File: src/rtl/imem_loader.sv
// Boot-time instruction-memory loader.
// Takes a length-prefixed, XOR-checksummed byte stream, packs it into little-endian
// 32-bit words, writes them to imem at ascending byte addresses, and releases the
// core from reset only after the whole image has arrived and its checksum matches.
module imem_loader #(
    parameter int unsigned P_DATA_WIDTH = 32,
    parameter int unsigned P_ADDR_WIDTH = 11
) (
    input  logic                    i_clk,
    input  logic                    i_rst,
    input  logic                    i_start,
    input  logic                    i_byte_valid,
    input  logic [7:0]              i_byte_data,
    output logic                    o_byte_ready,
    output logic                    o_imem_we,
    output logic [P_ADDR_WIDTH-1:0] o_imem_waddr,
    output logic [P_DATA_WIDTH-1:0] o_imem_wdata,
    output logic                    o_core_rst_n,
    output logic                    o_busy,
    output logic                    o_done,
    output logic                    o_err,
    output logic [1:0]              o_err_code
);

    typedef enum logic [2:0] {
        StIdle,
        StLen0,
        StLen1,
        StData,
        StCsum,
        StDone,
        StErr
    } state_e;

    // Largest accepted word count: the whole imem.
    localparam logic [16:0] LP_CAP = 17'(1 << (P_ADDR_WIDTH - 2));

    state_e                  r_state;
    state_e                  w_state_next;
    logic                    w_byte_ready;
    logic                    w_busy;
    logic                    w_start;
    logic                    w_xfer;
    logic [15:0]             w_len;
    logic                    w_len_ovf;

    logic [7:0]              r_len_lo;
    logic [15:0]             r_words_left;
    logic [1:0]              r_byte_idx;
    logic [23:0]             r_word;
    logic [7:0]              r_csum;
    logic [P_ADDR_WIDTH-1:0] r_addr;
    logic                    r_imem_we;
    logic [P_ADDR_WIDTH-1:0] r_imem_waddr;
    logic [P_DATA_WIDTH-1:0] r_imem_wdata;
    logic [1:0]              r_err_code;

    assign w_xfer    = i_byte_valid && w_byte_ready;
    assign w_len     = {i_byte_data, r_len_lo};
    assign w_len_ovf = ({1'b0, w_len} > LP_CAP);

    // State register.
    always_ff @(posedge i_clk or posedge i_rst) begin
        if (i_rst) begin
            r_state <= StIdle;
        end else begin
            r_state <= w_state_next;
        end
    end

    // Next-state decode; ready/busy follow directly from the current state.
    always_comb begin
        w_state_next = r_state;
        w_byte_ready = 1'b0;
        w_busy       = 1'b0;
        w_start      = 1'b0;
        case (r_state)
            StIdle, StDone, StErr: begin
                if (i_start) begin
                    w_start      = 1'b1;
                    w_state_next = StLen0;
                end
            end
            StLen0: begin
                w_byte_ready = 1'b1;
                w_busy       = 1'b1;
                if (i_byte_valid) w_state_next = StLen1;
            end
            StLen1: begin
                w_byte_ready = 1'b1;
                w_busy       = 1'b1;
                if (i_byte_valid) begin
                    if (w_len_ovf)          w_state_next = StErr;
                    else if (w_len == 16'd0) w_state_next = StCsum;
                    else                     w_state_next = StData;
                end
            end
            StData: begin
                w_byte_ready = 1'b1;
                w_busy       = 1'b1;
                if (i_byte_valid && r_byte_idx == 2'd3 && r_words_left == 16'd1) begin
                    w_state_next = StCsum;
                end
            end
            StCsum: begin
                w_byte_ready = 1'b1;
                w_busy       = 1'b1;
                if (i_byte_valid) begin
                    w_state_next = (i_byte_data == r_csum) ? StDone : StErr;
                end
            end
            default: w_state_next = StIdle;
        endcase
    end

    // Datapath: length capture, word assembly, running checksum and write strobe.
    always_ff @(posedge i_clk or posedge i_rst) begin
        if (i_rst) begin
            r_len_lo     <= '0;
            r_words_left <= '0;
            r_byte_idx   <= '0;
            r_word       <= '0;
            r_csum       <= '0;
            r_addr       <= '0;
            r_imem_we    <= 1'b0;
            r_imem_waddr <= '0;
            r_imem_wdata <= '0;
            r_err_code   <= '0;
        end else begin
            r_imem_we <= 1'b0;
            if (w_start) begin
                r_err_code <= 2'b00;
                r_addr     <= '0;
                r_csum     <= '0;
                r_byte_idx <= '0;
            end
            if (w_xfer) begin
                r_csum <= r_csum ^ i_byte_data;
                case (r_state)
                    StLen0: r_len_lo <= i_byte_data;
                    StLen1: begin
                        r_words_left <= w_len;
                        if (w_len_ovf) r_err_code <= 2'b01;
                    end
                    StData: begin
                        r_byte_idx <= r_byte_idx + 2'd1;
                        unique case (r_byte_idx)
                            2'd0: r_word[7:0]   <= i_byte_data;
                            2'd1: r_word[15:8]  <= i_byte_data;
                            2'd2: r_word[23:16] <= i_byte_data;
                            2'd3: begin
                                r_imem_we    <= 1'b1;
                                r_imem_waddr <= r_addr;
                                r_imem_wdata <= {i_byte_data, r_word};
                                r_addr       <= r_addr + P_ADDR_WIDTH'(4);
                                r_words_left <= r_words_left - 16'd1;
                            end
                        endcase
                    end
                    StCsum: begin
                        if (i_byte_data != r_csum) r_err_code <= 2'b10;
                    end
                    default: ;
                endcase
            end
        end
    end

    assign o_byte_ready = w_byte_ready;
    assign o_busy       = w_busy;
    assign o_done       = (r_state == StDone);
    assign o_err        = (r_state == StErr);
    assign o_core_rst_n = (r_state == StDone);
    assign o_err_code   = r_err_code;
    assign o_imem_we    = r_imem_we;
    assign o_imem_waddr = r_imem_waddr;
    assign o_imem_wdata = r_imem_wdata;

endmodule

File: config.mk
export PLATFORM = sky130hd
export DESIGN_NAME = imem_loader
export DESIGN_NICKNAME = d
export VERILOG_FILES = /design/src/rtl/imem_loader.sv
export SDC_FILE = /design/constraint.sdc
export NUM_CORES = 1
export LEC_CHECK = 0
export ABC_AREA = 1
export BUFFER_PORTS_ARGS = -buffer_cell sky130_fd_sc_hd__buf_4
export CELL_PAD_IN_SITES_DETAIL_PLACEMENT = 0
export CELL_PAD_IN_SITES_GLOBAL_PLACEMENT = 1
export CORE_ASPECT_RATIO = 0.7
export CORE_MARGIN = 3
export CORE_UTILIZATION = 40
export CTS_CLUSTER_DIAMETER = 50
export DETAILED_ROUTE_END_ITERATION = 10
export PLACE_DENSITY_LB_ADDON = 0.1
export SLEW_MARGIN = 20
export SYNTH_ARGS = -nofsm -noshare
export SYNTH_HDL_FRONTEND = slang
export SYNTH_SLANG_ARGS = --single-unit
File: constraint.sdc
create_clock -name i_clk -period 8.7 [get_ports i_clk]
set_input_delay 0.435 -clock i_clk [delete_from_list [all_inputs] [get_ports i_clk]]
set_output_delay 0.435 -clock i_clk [all_outputs]
set_load 0.02 [all_outputs]
==> out/metrics.csv <==
stage;metric;value;unit
clock_tree;CTS tree;built;
sta;total negative slack;0;ns
clock_tree;clock slew seen by the registers of the worst setup and hold paths;0.06;ns
grt;vias in the first global route;4193;
synth;Post-Synth XOR/XNOR Area;0.0130;
floorplan;Die Height;103;um
clock_tree;clock buffer depth;2;
drt;initial drt markers;320;
cells_and_area;share of cells above drive strength 1;0.152;
placed_design;hpwl dp;9120;um
clock_tree;hold buffer count at cts;0;
synth;yosys warns;0;
sta;Fmax;310;MHz
synth;top cells by area, synth;dfrtp_1 55%, nand2_1 17%, o21ai_0 4.2%;
sta;Final Cycle Share;0.370;
worst_setup_path;crit-path most repeated cell;inv_2;
pwr;power density over cell area;302;nW/um^2
worst_setup_path;Worst path max stage delay;0.64;ns
synth;top cell type's share of synthesized area;0.549;
grt;largest net degree at the start of global routing;75;
sta;endpoints failing setup;0;
cells_and_area;Nets;734;
floorplan;core area;12800;sq um
synth;Synth Area in Compound Gates;0.110;
cells_and_area;P&R area growth vs syn;21.2;%
drt;via count;4430;
synth;Post-Synth Adder-Cell Area;0.0163;
synth;synthesized net count;675;
drt;DRT Pass-1 Iters;5;
clock_tree;Post-CTS Repair Setup Buffers;0;
grt;Global Route Usage Sum;0.191;
drt;routed length on met3;632;um
floorplan;die footprint;14900;sq um
pwr;VDD IR max;165;uV
clock_tree;CTS buffer count;17;
run_status;status;completed;
job;Max-Cap Viols;0;
synth;largest family of logic cells by synthesized area;simple AND/OR/NAND/NOR gates;
clock_tree;Root Buffer;clkbuf_16;
grt;first-pass GRT wire length;22100;um
worst_setup_path;CP arrival;3.51;ns
drt;routed metal-1 wire length;7030;um
floorplan;Cell Rows;34;
cells_and_area;utilization after layout;0.511;
synth;Mapped Avg Cell Area;8.20;sq um
synth;Netlist Area Pre-Place;5380;sq um
pwr;Pwr Total;1.97;mW
sta;Slew Limit Headroom;0.380;
worst_setup_path;Buf+Inv Stages, Crit Path;4;
drt;Post-Route WL;13300;um
drt;wire length per cell;15.0;um
floorplan;I/O pin count;63;
synth;cell count after synthesis;656;
sta;Tmin final;3.22;ns
worst_setup_path;Setup CP Type;reg -> reg;
worst_setup_path;CP Data Required Time;8.99;ns
drt;ANT nets after route;0;
drt;met2 WL;5580;um
synth;library cells used by synthesis;27;
floorplan;die width;145;um
cells_and_area;commonest non-fill, non-tap cell in the layout;nand2_1;
worst_setup_path;Worst setup SP type;flip-flop;
sta;final hold viol count;0;
clock_tree;post-CTS resize count;0;
drt;Top Metal Used;met4;
synth;sequential fraction of the synthesis area;0.549;
placed_design;number of port buffers;62;
synth;multiplexer area fraction after synthesis;0;
sta;Worst Tran Pin Value;0.928;ns
synth;Yosys top cell by area;dfrtp_1;
cells_and_area;diode count;0;
sta;final slew viol count;0;
drt;DR DRC count;0;
sta;unrepaired setup endpoints after global routing;no;
worst_hold_path;HP Class;in -> async;
placed_design;Placer Congestion;0.810;
synth;fraction of the mapped netlist area in simple logic gates;0.252;
clock_tree;clk sinks;118;
drt;Via density;4.98;
grt;Congestion Overflow GR;0;
worst_setup_path;CP endpoint kind;flip-flop;
worst_setup_path;Critical Path Fanout Max;70;
worst_setup_path;worst path cell trace;inv_2 -> nand3_1 -> inv_2 -> nand3_2 -> buf_4 -> inv_2 -> nand2_1 -> o21ai_1 -> a21oi_1;
pwr;Leak;3.32;nW
clock_tree;clk_lat worst skew;0.41;ns
cells_and_area;most frequent cells in the layout;240 x nand2_1, 118 x dfrtp_1, 65 x buf_4, 49 x nor2_1, 46 x inv_1;
sta;Hold WS;0.0924;ns
worst_setup_path;CP max stage cell;inv_2;
clock_tree;H-Tree Depth;4;
floorplan;initial core utilization;0.422;
synth;#FFs+latches synth;118;
sta;Setup Skew;0.00903;ns
worst_setup_path;CP top delay family;buffers and inverters;
grt;antenna violations before repair;0;
==> flip-flops by register name, summed over array words and instances (netlist names), 2 cells and up <==
signal	cells
o_imem_wdata	32
o_err_code	2
r_words_left	16
r_byte_idx	2
r_csum	8
r_word	24
r_addr	11
r_state	3
o_imem_waddr	11
r_len_lo	8
==> Yosys cell counts <==
cell type / number
a21oi_1: 21
buf_2: 13
buf_4: 5
clkbuf_1: 7
dfrtp_1: 118
ha_1: 7
inv_1: 47
inv_2: 5
nand2_1: 240
nand2_2: 3
nand3_1: 26
nand3_2: 1
nand3b_1: 2
nand4_1: 5
nor2_1: 49
nor2_2: 1
nor2_8: 1
nor3_1: 6
nor3_2: 1
o2111ai_2: 1
o21a_1: 3
o21ai_0: 45
o21ai_1: 31
o22ai_1: 6
o31ai_1: 4
xnor2_1: 4
xor2_1: 4
==> final cells by class <==
class	instances	area (sq um)
clock buffers	19	453
clock inverters	13	123
fillers	1233	6240
inverters	52	198
multi-input cells	461	2100
flip-flops and latches	118	2950
well taps	162	203
repair buffers	65	488
==> cells by family after synthesis <==
kind of cell / count (synthesis)
AOI/OAI and AO/OA: 111
DFF: 118
xor gates and xnor gates: 8
buffers and inverters: 77
adders and majority gates: 7
and+or+nand+nor: 335
==> worst paths after layout <==
check | startpoint | cells past startpoint | slack (ns) | endpoint
max in group asynchronous | i_rst | 3 | 7.25 | r_addr[2]$_DFF_PP0_
min in group i_clk | i_byte_data[3] | 3 | 0.37 | r_csum[3]$_DFFE_PP0P_
min | i_rst | 2 | 0.09 | o_err_code[0]$_DFF_PP0_
min reg2reg | r_word[6]$_DFFE_PP0P_ | 2 | 0.47 | o_imem_wdata[6]$_DFFE_PP0P_
max reg2reg | r_state[2]$_DFFE_PP0P_ | 9 | 5.48 | r_addr[7]$_DFF_PP0_
max | r_state[2]$_DFFE_PP0P_ | 9 | 5.48 | r_addr[7]$_DFF_PP0_
==> metrics by stage <==
step	instance area, sq um	setup WS, ns	instances
after detailed placement	5950	5.44	858
final	6520	5.48	890
after CTS	6520	5.44	890
after floorplan	5380	5.14	656
after global routing	6520	5.13	890
after global placement	5950	5.55	858
==> per-layer routing <==
metal,vias up,global-route usage
li1,2218,-
met5,-,0
met1,2099,0.294
met3,7,0.0348
met2,106,0.274
met4,0,0.0566
==> report_power, final <==
part           switching (mW)  internal (mW)
sequential              0.103          0.677
clock                   0.260          0.410
combinational           0.334          0.184
(Power assumes the default switching activity.)
